`src/rtl/mem_port_arb_if.sv`:
```
// Bundle of the I-cache, D-cache and shared memory port signals seen by the
// memory port arbiter, plus the arbiter status outputs.
interface mem_port_arb_if;
  logic [63:0]  iReqAddr;
  logic         iReqOE;
  logic [4:0]   iReqOp;
  logic [127:0] iOutData;
  logic [1:0]   iOutOK;

  logic [63:0]  dReqAddr;
  logic [127:0] dReqData;
  logic         dReqOE;
  logic         dReqWR;
  logic [4:0]   dReqOp;
  logic [127:0] dOutData;
  logic [1:0]   dOutOK;

  logic [127:0] memPcData;
  logic [1:0]   memPcOK;
  logic [127:0] memOutData;
  logic [63:0]  memPcAddr;
  logic         memPcOE;
  logic         memPcWR;
  logic [4:0]   memPcOp;

  logic [1:0]   arbGrant;
  logic         arbFault;

  // arbiter side
  modport slave (
    input  iReqAddr, iReqOE, iReqOp,
    output iOutData, iOutOK,
    input  dReqAddr, dReqData, dReqOE, dReqWR, dReqOp,
    output dOutData, dOutOK,
    input  memPcData, memPcOK,
    output memOutData, memPcAddr, memPcOE, memPcWR, memPcOp,
    output arbGrant, arbFault
  );

  // requesters / memory side
  modport master (
    output iReqAddr, iReqOE, iReqOp,
    input  iOutData, iOutOK,
    output dReqAddr, dReqData, dReqOE, dReqWR, dReqOp,
    input  dOutData, dOutOK,
    output memPcData, memPcOK,
    input  memOutData, memPcAddr, memPcOE, memPcWR, memPcOp,
    input  arbGrant, arbFault
  );
endinterface

```
`src/rtl/mem_port_arb.sv`:
```
// Two-requester (I-cache / D-cache) arbiter for a single memory port.
// Round-robin on contention, grants held until the owner goes idle, with a
// hold timeout that raises a sticky fault.
//
// state     | meaning
// ----------+----------------------------------------------------------
// IDLE      | no owner; arbitrate among active requesters
// GRANT_I   | I-cache owns the memory port
// GRANT_D   | D-cache owns the memory port
// RELEASE   | one-cycle bus turnaround after a grant ends
module mem_port_arb #(
  parameter int TIMEOUT = 255
) (
  input  logic          clock,
  input  logic          reset,
  mem_port_arb_if.slave bus
);

  typedef enum logic [1:0] {
    S_IDLE    = 2'd0,
    S_GRANT_I = 2'd1,
    S_GRANT_D = 2'd2,
    S_RELEASE = 2'd3
  } state_e;

  localparam logic [1:0] ST_READY = 2'b00;
  localparam logic [1:0] ST_OK    = 2'b01;
  localparam logic [1:0] ST_HOLD  = 2'b10;
  localparam logic [1:0] ST_FAULT = 2'b11;

  localparam logic [7:0] TO_LAST = 8'(TIMEOUT - 1);

  state_e     state_q, state_d;
  logic       last_grant_q, last_grant_d;   // 0 = I, 1 = D
  logic [7:0] hold_cnt_q, hold_cnt_d;
  logic       fault_q, fault_d;

  logic i_act, d_act, g_act, in_grant, mem_ok, timeout_hit, fault_now;

  // Request decode and timeout detection for the current owner
  always_comb begin
    i_act       = bus.iReqOE;
    d_act       = bus.dReqOE | bus.dReqWR;
    in_grant    = (state_q == S_GRANT_I) || (state_q == S_GRANT_D);
    g_act       = (state_q == S_GRANT_I) ? i_act : d_act;
    mem_ok      = (bus.memPcOK == ST_OK);
    timeout_hit = in_grant && (hold_cnt_q == TO_LAST) && !mem_ok;
    // an owner that is already letting go does not get a fault report
    fault_now   = timeout_hit && g_act;
  end

  // Next-state: arbitration, grant hold/release, hold counter, sticky fault
  always_comb begin
    state_d      = state_q;
    last_grant_d = last_grant_q;
    hold_cnt_d   = hold_cnt_q;
    fault_d      = fault_q;
    case (state_q)
      S_IDLE: begin
        if (i_act && (!d_act || last_grant_q)) begin
          state_d      = S_GRANT_I;
          last_grant_d = 1'b0;
          hold_cnt_d   = 8'd0;
        end else if (d_act) begin
          state_d      = S_GRANT_D;
          last_grant_d = 1'b1;
          hold_cnt_d   = 8'd0;
        end
      end
      S_GRANT_I, S_GRANT_D: begin
        if (!g_act || timeout_hit) state_d = S_RELEASE;
        if (fault_now) fault_d = 1'b1;
        if (mem_ok) hold_cnt_d = 8'd0;
        else if (hold_cnt_q != 8'hFF) hold_cnt_d = hold_cnt_q + 8'd1;
      end
      S_RELEASE: state_d = S_IDLE;
      default:   state_d = S_IDLE;
    endcase
  end

  // Arbiter state registers
  always_ff @(posedge clock or negedge reset) begin
    if (!reset) begin
      state_q      <= S_IDLE;
      last_grant_q <= 1'b1;
      hold_cnt_q   <= 8'd0;
      fault_q      <= 1'b0;
    end else begin
      state_q      <= state_d;
      last_grant_q <= last_grant_d;
      hold_cnt_q   <= hold_cnt_d;
      fault_q      <= fault_d;
    end
  end

  // Port steering: owner mirrors onto memory, others see HOLD/READY
  always_comb begin
    bus.memPcAddr  = '0;
    bus.memPcOE    = 1'b0;
    bus.memPcWR    = 1'b0;
    bus.memPcOp    = '0;
    bus.memOutData = '0;
    bus.iOutData   = '0;
    bus.dOutData   = '0;
    bus.iOutOK     = i_act ? ST_HOLD : ST_READY;
    bus.dOutOK     = d_act ? ST_HOLD : ST_READY;
    if (state_q == S_GRANT_I) begin
      bus.memPcAddr = bus.iReqAddr;
      bus.memPcOE   = bus.iReqOE;
      bus.memPcOp   = bus.iReqOp;
      bus.iOutData  = bus.memPcData;
      bus.iOutOK    = fault_now ? ST_FAULT : bus.memPcOK;
    end else if (state_q == S_GRANT_D) begin
      bus.memPcAddr  = bus.dReqAddr;
      bus.memPcOE    = bus.dReqOE;
      bus.memPcWR    = bus.dReqWR;
      bus.memPcOp    = bus.dReqOp;
      bus.memOutData = bus.dReqData;
      bus.dOutData   = bus.memPcData;
      bus.dOutOK     = fault_now ? ST_FAULT : bus.memPcOK;
    end
    bus.arbGrant = state_q;
    bus.arbFault = fault_q;
  end

endmodule

```
`src/flat_wrapper.sv`:
```
// flat-port wrapper written by rule: the top's interface ports become plain ports
module mem_port_arb_flat 
#(
  parameter int TIMEOUT = 255
)
  (clock, reset, bus_iReqAddr, bus_iReqOE, bus_iReqOp, bus_iOutData, bus_iOutOK, bus_dReqAddr, bus_dReqData, bus_dReqOE, bus_dReqWR, bus_dReqOp, bus_dOutData, bus_dOutOK, bus_memPcData, bus_memPcOK, bus_memOutData, bus_memPcAddr, bus_memPcOE, bus_memPcWR, bus_memPcOp, bus_arbGrant, bus_arbFault);
  mem_port_arb_if bus_i ();
  input  logic clock;
  input  logic reset;
  input wire logic [$bits(bus_i.iReqAddr)-1:0] bus_iReqAddr;
  input wire logic [$bits(bus_i.iReqOE)-1:0] bus_iReqOE;
  input wire logic [$bits(bus_i.iReqOp)-1:0] bus_iReqOp;
  output wire logic [$bits(bus_i.iOutData)-1:0] bus_iOutData;
  output wire logic [$bits(bus_i.iOutOK)-1:0] bus_iOutOK;
  input wire logic [$bits(bus_i.dReqAddr)-1:0] bus_dReqAddr;
  input wire logic [$bits(bus_i.dReqData)-1:0] bus_dReqData;
  input wire logic [$bits(bus_i.dReqOE)-1:0] bus_dReqOE;
  input wire logic [$bits(bus_i.dReqWR)-1:0] bus_dReqWR;
  input wire logic [$bits(bus_i.dReqOp)-1:0] bus_dReqOp;
  output wire logic [$bits(bus_i.dOutData)-1:0] bus_dOutData;
  output wire logic [$bits(bus_i.dOutOK)-1:0] bus_dOutOK;
  input wire logic [$bits(bus_i.memPcData)-1:0] bus_memPcData;
  input wire logic [$bits(bus_i.memPcOK)-1:0] bus_memPcOK;
  output wire logic [$bits(bus_i.memOutData)-1:0] bus_memOutData;
  output wire logic [$bits(bus_i.memPcAddr)-1:0] bus_memPcAddr;
  output wire logic [$bits(bus_i.memPcOE)-1:0] bus_memPcOE;
  output wire logic [$bits(bus_i.memPcWR)-1:0] bus_memPcWR;
  output wire logic [$bits(bus_i.memPcOp)-1:0] bus_memPcOp;
  output wire logic [$bits(bus_i.arbGrant)-1:0] bus_arbGrant;
  output wire logic [$bits(bus_i.arbFault)-1:0] bus_arbFault;
  assign bus_i.iReqAddr = bus_iReqAddr;
  assign bus_i.iReqOE = bus_iReqOE;
  assign bus_i.iReqOp = bus_iReqOp;
  assign bus_iOutData = bus_i.iOutData;
  assign bus_iOutOK = bus_i.iOutOK;
  assign bus_i.dReqAddr = bus_dReqAddr;
  assign bus_i.dReqData = bus_dReqData;
  assign bus_i.dReqOE = bus_dReqOE;
  assign bus_i.dReqWR = bus_dReqWR;
  assign bus_i.dReqOp = bus_dReqOp;
  assign bus_dOutData = bus_i.dOutData;
  assign bus_dOutOK = bus_i.dOutOK;
  assign bus_i.memPcData = bus_memPcData;
  assign bus_i.memPcOK = bus_memPcOK;
  assign bus_memOutData = bus_i.memOutData;
  assign bus_memPcAddr = bus_i.memPcAddr;
  assign bus_memPcOE = bus_i.memPcOE;
  assign bus_memPcWR = bus_i.memPcWR;
  assign bus_memPcOp = bus_i.memPcOp;
  assign bus_arbGrant = bus_i.arbGrant;
  assign bus_arbFault = bus_i.arbFault;
  mem_port_arb #(.TIMEOUT(TIMEOUT)) u_core (.clock(clock), .reset(reset), .bus(bus_i));
endmodule
```
`config.mk`:
```
export PLATFORM = sky130hd
export DESIGN_NAME = mem_port_arb_flat
export DESIGN_NICKNAME = d
export VERILOG_FILES = /design/src/rtl/mem_port_arb_if.sv /design/src/rtl/mem_port_arb.sv /design/src/flat_wrapper.sv
export SDC_FILE = /design/constraint.sdc
export NUM_CORES = 1
export LEC_CHECK = 0
export BUFFER_PORTS_ARGS = -buffer_cell sky130_fd_sc_hd__buf_2
export CORE_AREA = 5 5 328 330
export CTS_CLUSTER_SIZE = 28
export DETAILED_ROUTE_END_ITERATION = 8
export DIE_AREA = 0 0 333 335
export GPL_TIMING_DRIVEN = 0
export MAX_ROUTING_LAYER = met4
export PLACE_DENSITY = 0.33
export SYNTH_ARGS = -nofsm -noshare
export SYNTH_HDL_FRONTEND = slang
export SYNTH_SLANG_ARGS = --single-unit
```
`constraint.sdc`:
```
create_clock -name clock -period 2.1 [get_ports clock]
set_clock_uncertainty 0.2 [all_clocks]
set_input_delay 0.21 -clock clock [delete_from_list [all_inputs] [get_ports clock]]
set_output_delay 0.21 -clock clock [all_outputs]
set_load 0.005 [all_outputs]
```
==> results of run 1 <==
timing repair:
item | in CTS | in global routing
hold buffers | 1 | 0
endpoints found under the hold margin | 12 | 0
cloned | 23 | 26
pin swaps | 40 | 60
setup endpoints to repair | 463 | 469
setup buffers | 22 | 23
resized for setup | 629 | 405
power by group through the flow:
stage	logic (mW)	registers [mW]	clock network, mW
final	22.4	0.370	0.416
after global placement	12.3	0.371	0
after detailed placement	12.3	0.371	0
after floorplan	4.23	0.335	0
after global routing	23.5	0.380	0.437
after CTS	18.4	0.370	0.430
cell families (layout without fill, tap and decap cells):
family                     after synthesis  after routing  synth area share, %
DFF                                     12             12                 7.28
and+or+nand+nor                        426            426                 64.6
muxes                                    7              7                 1.78
AOI/OAI and AO/OA                       87             87                 17.9
other                                    0             29                    0
adders and majority gates                7              7                 2.11
buffers and inverters                   65           1021                 6.37
how the worst max path moves through the flow:
stage                      startpoint           endpoint  slack [ns]  cells past startpoint
2_1_floorplan  u_core.bus.arbGrant[0]      bus_iOutOK[1]        0.21                      6
3_3_place_gp   u_core.bus.arbGrant[1]    bus_dOutData[3]       -1.46                      8
3_5_place_dp   u_core.bus.arbGrant[1]    bus_dOutData[3]       -1.42                      8
4_1_cts        u_core.bus.arbGrant[1]  bus_memPcAddr[34]       -0.33                      9
5_1_grt        u_core.bus.arbGrant[0]     bus_memPcOp[3]       -0.33                      8
6_report       u_core.bus.arbGrant[1]  bus_memPcAddr[10]       -0.29                      8
worst max-delay path: stages (launching register included):
cell	delay (ns)
dfrtp_2	0.43
inv_4	0.05
ha_4	0.18
nor2b_4	0.17
buf_12	0.17
buf_16	0.17
buf_12	0.14
a22o_1	0.17
buf_6	0.18
cell usage in the layout, fill, tap and decap left out, types with 4 or more instances in the layout:
master and instances:
buf_2 549, buf_6 296, and2_4 247, and2_1 139
clkbuf_16 44, a22o_1 42, buf_4 38, buf_8 36
buf_12 32, diode_2 29, a22o_4 27, buf_16 9
dfrtp_1 9, clkbuf_8 6, nor2_1 5, nand2b_1 5
clkbuf_4 5, nand2_1 4, mux2i_1 4, nand3_1 4
ha_1 4
flip-flops by register name, summed over array words and instances (netlist names):
signal / flops
u_core.hold_cnt_q: 8
u_core.last_grant_q: 1
u_core.bus.arbGrant: 2
u_core.bus.arbFault: 1
metrics by stage:
step / instances / power (mW) / utilization [%] / worst slack [ns]
floorplan: 604 / 4.56 / - / 0.214
global placement: 2857 / 12.7 / 9.76 / -1.46
detailed placement: 2857 / 12.6 / 9.76 / -1.42
CTS: 2907 / 19.2 / 12.7 / -0.334
global route: 2972 / 24.3 / 15.0 / -0.326
finish: 2980 / 23.2 / 15.0 / -0.286
per-layer routing:
layer / track usage (%) / vias to the layer above / routed length [um]
li1: - / 3946 / -
met1: 20.5 / 4332 / 41200
met2: 25.9 / 678 / 43500
met3: 5.19 / 114 / 8970
met4: 1.43 / 0 / 1820
met5: - / - / 0
final cells by class:
type | count | area (um2) | share of cell area (%)
timing repair buffer | 953 | 7850 | 50.0
antenna | 29 | 72.6 | 0.462
tap | 1391 | 1740 | 11.1
multi-input combinational | 527 | 4530 | 28.9
sequential | 12 | 304 | 1.94
buffer | 59 | 1080 | 6.90
inverter | 5 | 21.3 | 0.135
clock buffer | 4 | 88.8 | 0.566
==> flow_summary.ini, run 1 <==
[power_and_ir_drop]
seqPwrFrac_pct = 1.6
p_int_mw = 12.9
power_leakage_nw = 7.92
netSwitchingFraction_pct = 44.3
p_clk_share_pct = 1.8
ir_drop_v = 0.000493
cellPowerDensity_nw_per_um2 = 1480
combPwrFrac_pct = 96.6
switchingPower_mw = 10.3

[yosys]
synth_area_leaders = and2_1, a22o_1, dfrtp_1
synth_top_area_share_pct = 58.3
synth_area_um2 = 4140
ys_seq_area_share_pct = 7.28
synth_commonest_cells = and2_1, a22o_1, clkbuf_1, buf_2, dfrtp_1
synth_cells = 604
syn_area_per_cell_um2 = 6.86
ys_warn_count = 0
synth_edf_count = 0
synth_most_common_cell = and2_1
ys_ff_latch = 12
synth_area_leader_cell = and2_1
synthArstFlopShare_pct = 100
synth.distinct_cells = 43
syn-num-nets = 1012
ys.flop_type = dfrtp_1

[timing]
tns_ns = -81.12
layout_setup_ws_ns = -0.286
tightest_slew_ns = 0.415
drv_slew = 0
period_share_pct = 114
period_minus_slack_ns = 2.39
rsz0062_at_grt = true
max_freq_mhz = 419
final-setup-viol-count = 456
slew_headroom_pct = 72.3
fin_hold_ws_ns = 0.0574
hold_violations = 0

[layout]
syn_to_final_growth_pct = 279
finish.instance_area_um2 = 15700
nFillCells = 12040
layout-drive-gt1-share_pct = 84.3
nNetsFinal = 1969

[route]
viasPerCell = 3.04
drc_errors = 0
totalWireLength_um = 95500
drtAntennaViolNets = 0
first_iter_violations = 487
drt_pre_antenna_iters = 5
route.vias.total = 9070
wl_per_cell_um = 32.0

[clock_tree]
tritoncts = yes
clock-root-buffer = clkbuf_16
clk-insertion-delay-late_ns = 0.25
cts_sinks = 12
cts.clk_slew.worst_paths_ns = 0.05
cts_buffers = 3
clock_path_buffers = 2
h-tree-depth = 1

[worst_setup_path]
r2r_end = u_core.bus.arbGrant[0]
r2r-start = u_core.bus.arbGrant[0]
worstPathMaxFanout = 5
required_ns = 1.69
worst-r2r-setup-slack_ns = 0.05
arrival_ns = 1.98
setup.worst_path.start_class = flip-flop
r2r_cells = 8
critical_path_class = flip-flop to primary output
crit_path_end_kind = primary output

[die]
die-area_um2 = 112000
die_height_um = 335
core_area_um2 = 105000
row_count = 119
die_x_um = 333
pin_count = 863
initial_core_util_pct = 3.96

[place]
hpwl_um = 83900
gpl.final_weighted_congestion = 0.903
io_buffers = 862
placed_area_um2 = 10200

[global_route]
grt_pass1_wl_um = 112000
grt_max_degree = 13
grt_use_total_pct = 16.1
overflow = 0
grt_pass1_vias = 8992
antenna_found_initial = 88

[hold_path]
hold_end = u_core.last_grant_q
min-delay-start = bus_iReqOE
hold_path_depth = 2
hold_path_class = input port to flip-flop

[job]
drv_cap = 0

[run_status]
violations = setup timing
outcome = finished, violations left
No activity file was read; power rests on OpenSTA's default activity.
==> inputs of run 2 (changes only) <==
- clock period: 2.1 -> 2.4 ns (I/O delays scaled with it)
==> run 2 against run 1 <==
Effect of this change:
- the flow still finishes with violations (setup timing)
- total power is 43% lower
- critical endpoint unchanged
- highest routed layer unchanged
- flip-flop and latch count did not move
- clock-buffer cell count unchanged
- combinational power decreased by 44%
==> flow_summary.ini, run 2 (synthesis gave the netlist of run 1 again) <==
[layout]
regArea_um2 = 304
multi_input_area_um2 = 3860
nFillCells = 12461
final_common_cell = buf_2
nNetsFinal = 1886
finish.instance_area_um2 = 11600
final_cell_mix = buf_2, and2_1, a22o_1
final_util_pct = 11.1
regMostFlops = u_core.hold_cnt_q
syn_to_final_growth_pct = 179
largest_reg_flops = 8
instances_no_fill = 2902
layout-drive-gt1-share_pct = 68.2

[die]
die_x_um = 333
die-area_um2 = 112000
initial_core_util_pct = 3.96
die_height_um = 335
pin_count = 863
row_count = 119
core_area_um2 = 105000

[worst_setup_path]
r2r_end = u_core.hold_cnt_q[0]
setup.worst_path.start_class = flip-flop
r2r-start = u_core.bus.arbGrant[1]
crit_start = u_core.bus.arbGrant[0]
arrival_ns = 2.00
critical_path_class = flip-flop to primary output
worstPathMaxFanout = 10
cp_common_cell = buf_12
worst-r2r-setup-slack_ns = 0.33
cp_cell_sequence = inv_2, ha_1, nor2b_4, buf_12, buf_12, buf_12, a22o_1, buf_6
crit_end = bus_memPcAddr[10]
max_stage_delay_ns = 0.45
critical_path.slowest_cell = dfrtp_2
crit_path_end_kind = primary output
r2r_cells = 6
required_ns = 1.96

[timing]
final-setup-viol-count = 10
layout_setup_ws_ns = -0.0437
period_share_pct = 102
rsz0062_at_grt = true
drv_slew = 0
slew_headroom_pct = 70.3
period_minus_slack_ns = 2.44
tightest_slew_ns = 0.444
max_freq_mhz = 409
hold_violations = 0

[route]
viasPerCell = 2.91
first_iter_violations = 416
wl_per_cell_um = 30.5
route.vias.total = 8434
drtAntennaViolNets = 0
drc_errors = 0
drt_pre_antenna_iters = 4
totalWireLength_um = 88500

[clock_tree]
cts_sinks = 12
h-tree-depth = 1
clock-root-buffer = clkbuf_16
cts_buffers = 3
clk-insertion-delay-late_ns = 0.25
clock_path_buffers = 2
tritoncts = yes
cts.clk_slew.worst_paths_ns = 0.05

[global_route]
grt_use_total_pct = 15.3
antenna_found_initial = 93
overflow = 0
grt_max_degree = 13
grt_pass1_vias = 8622
grt_pass1_wl_um = 107000

[power_and_ir_drop]
power_mw = 13.2
power_leakage_nw = 6.46
ir_drop_v = 0.000458
cellPowerDensity_nw_per_um2 = 1140

[run_status]
outcome = finished, violations left
violations = setup timing

[place]
dp.cells = 2857
gpl.final_weighted_congestion = 0.903
placed_area_um2 = 10200
pre_cts_ws_ns = -1.15
io_buffers = 862
hpwl_um = 83900

[hold_path]
hold_path_depth = 2
hold_path_class = input port to flip-flop

[job]
drv_cap = 0
[run 2: changes by cell type in the layout (fill, tap and decap cells not counted), sizes merged]
| cell | before | now |
|---|---|---|
| diode | 29 | 34 |
| buf | 960 | 892 |
| clkbuf | 55 | 39 |
| bufbuf | 0 | 1 |
[run 2: metal layers]
layer / up-vias / wire, um / global-route usage [%] / share of wire, %
li1: 3769 / - / - / -
met1: 3939 / 38500 / 19.7 / 44
met2: 629 / 40600 / 24.8 / 46
met3: 97 / 8420 / 4.95 / 9.5
met4: 0 / 967 / 0.995 / 1.1
met5: - / 0 / - / 0
[run 2: how the worst min path moves through the flow]
stage / end / slack, ns / from
2_1_floorplan: u_core.bus.arbFault / -0.26 / reset
5_1_grt: u_core.last_grant_q / 0.11 / bus_iReqOE
3_5_place_dp: u_core.hold_cnt_q[2] / -0.02 / reset
3_3_place_gp: u_core.hold_cnt_q[2] / -0.01 / reset
6_report: u_core.last_grant_q / 0.1 / bus_iReqOE
4_1_cts: u_core.last_grant_q / 0.1 / bus_iReqOE
[run 2: repair_timing]
action | CTS | global route
endpoints found under the hold margin | 11 | 0
setup buffers | 4 | 0
endpoints found under the setup margin | 459 | 292
hold buffers | 1 | 0
gates resized for setup | 294 | 68
pin swaps | 1 | 1
gates cloned | 1 | 1
[run 2: per-stage QoR]
step           TNS (ns)  hold WS [ns]
6_report         -0.122        0.0989
5_1_grt           -6.99         0.115
4_1_cts           -1.82        0.0954
3_5_place_dp    -231.27       -0.0186
3_3_place_gp    -248.08       -0.0125
2_1_floorplan         0        -0.256
[run 2: area by class of cell]
class,count,area share [%]
multi-input cells,527,33.4
repair buffers,869,40.4
flip-flops and latches,12,2.63
well taps,1391,15.0
plain buffers,60,6.80
clock buffers,4,0.768
diodes,34,0.736
inverters,5,0.162
[run 2: report_power, final]
part           total [mW]  internal (mW)  switching, mW
registers           0.318          0.256         0.0619
logic                12.5           5.56           6.96
clock network       0.361          0.253          0.107
[run 2: worst max-delay path, delay by kind of cell, from the launching register on]
| family | cells | cell delay [ns] |
|---|---|---|
| AOI/OAI and AO/OA | 1 | 0.17 |
| adders and majority gates | 1 | 0.15 |
| buffers and inverters | 5 | 0.77 |
| and+or+nand+nor | 1 | 0.16 |
| DFF | 1 | 0.45 |
==> inputs of run 3 (changes only) <==
- CORE_AREA: 5 5 328 330 -> 2 2 335 337
- DIE_AREA: 0 0 333 335 -> 0 0 337 339
- PLACE_DENSITY: 0.33 -> 0.32
- clock period: 2.4 -> 2.62 ns (I/O delays scaled with it)
==> run 3 against run 2 <==
Effect of this change:
- the run now ends clean
- clock-buffer cell count is the same
- setup slack gained 0.079 ns
- register-to-register slack gained 0.27 ns
- critical path depth is the same
- final cell count grew 3.3%
- flip-flop and latch count is the same
- global-route usage shrank 0.24 points
- total power shrank 17%
- sequential share of layout area grew 0.13 points
- via count grew 0.46%
- combinational power shrank 18%
==> flow_summary.ini, run 3 (synthesis gave the netlist of run 1 again) <==
[route]
drc_errors = 0
wl_per_cell_um = 29.5
totalWireLength_um = 88400
viasPerCell = 2.83
drt_pre_antenna_iters = 5
route.vias.total = 8473
first_iter_violations = 367
drtAntennaViolNets = 0

[timing]
final-setup-viol-count = 0
fin_hold_ws_ns = 0.0863
drv_slew = 0
tightest_slew_ns = 0.389
period_minus_slack_ns = 2.58
layout_setup_ws_ns = 0.0354
max_freq_mhz = 387
slew_headroom_pct = 74.0
tns_ns = 0
hold_violations = 0
rsz0062_at_grt = true
period_share_pct = 98.6

[die]
pin_count = 863
core_area_um2 = 110000
row_count = 122
initial_core_util_pct = 3.75
die_x_um = 337
die-area_um2 = 114000
die_height_um = 339

[clock_tree]
h-tree-depth = 1
clock-root-buffer = clkbuf_16
cts.clk_slew.worst_paths_ns = 0.05
clock_path_buffers = 2
cts_buffers = 3
cts_sinks = 12
tritoncts = yes
clk-insertion-delay-late_ns = 0.24

[power_and_ir_drop]
cellPowerDensity_nw_per_um2 = 994
ir_drop_v = 0.000431
power_leakage_nw = 6.20

[worst_setup_path]
cp_cell_sequence = inv_1, ha_1, nor2b_1, buf_6, buf_12, buf_8, a22o_1, buf_2
worstPathMaxFanout = 11
worst-r2r-setup-slack_ns = 0.60
r2r-start = u_core.bus.arbGrant[0]
cp.depth = 8
critical_path.slowest_cell = dfrtp_2
crit_path_end_kind = primary output
max_stage_delay_ns = 0.43
arrival_ns = 2.12
required_ns = 2.16
cp.buffers_inverters = 5
critical_path_class = flip-flop to primary output
crit_family = buffers and inverters
r2r_cells = 6
crit_start = u_core.bus.arbGrant[0]
setup.worst_path.start_class = flip-flop

[layout]
instances_no_fill = 2999
syn_to_final_growth_pct = 165
layout-drive-gt1-share_pct = 65.4
final_common_cell = buf_2
regMostFlops = u_core.hold_cnt_q
nNetsFinal = 1882
final_util_pct = 9.94
largest_reg_flops = 8
final_cell_mix = buf_2, and2_1, a22o_1

[place]
pre_cts_ws_ns = -1.14
io_buffers = 862
dp.cells = 2954
hpwl_um = 83600
gpl.final_weighted_congestion = 0.939

[global_route]
grt_pass1_vias = 8051
overflow = 0
grt_pass1_wl_um = 105000
antenna_found_initial = 114
grt_max_degree = 13
grt_use_total_pct = 15.1

[hold_path]
hold_path_depth = 2
min-delay-start = bus_iReqOE
hold_path_class = input port to flip-flop

[job]
drv_cap = 0

[run_status]
outcome = finished, final reports clean
-- run 3: per-stage QoR --
stage / total power, mW / cell area [um2]
floorplan: 3.66 / 4140
global placement: 10.2 / 10300
detailed placement: 10.2 / 10300
CTS: 11.1 / 10700
global route: 11.8 / 10900
finish: 10.9 / 11000
-- run 3: final timing paths --
kind,to
worst max-delay path,bus_memPcAddr[37]
worst min-delay path,u_core.last_grant_q
worst max register to register,u_core.hold_cnt_q[1]
worst min register to register,u_core.bus.arbFault
max in group asynchronous,u_core.last_grant_q
min in group asynchronous,u_core.hold_cnt_q[2]
-- run 3: what timing repair did --
| action | in CTS | in global routing |
|---|---|---|
| endpoints found under the setup margin | 451 | 225 |
| gates resized for setup | 123 | 82 |
| hold buffers | 1 | 0 |
| cloned | 0 | 1 |
| setup buffers | 1 | 0 |
| hold endpoints to repair | 11 | 0 |
-- run 3: routing by layer --
layer / vias to the layer above / wire, um / GRT usage [%]
met2: 686 / 39300 / 23.7
met3: 93 / 8050 / 4.51
met1: 3927 / 40400 / 19.9
li1: 3767 / - / -
met4: 0 / 680 / 0.698
met5: - / 0 / -
-- run 3: power breakdown --
part	internal [mW]	switching [mW]	total, mW
logic	4.08	6.26	10.3
clock network	0.206	0.0889	0.295
registers	0.233	0.0436	0.276
-- run 3: cell type report --
type | count | area (um2)
fillers | 13128 | 99400
diodes | 38 | 95.1
repair buffers | 865 | 4420
well taps | 1488 | 1860
plain buffers | 60 | 532
flip-flops and latches | 12 | 303
inverters | 5 | 18.8
clock buffers | 4 | 78.8
multi-input cells | 527 | 3660
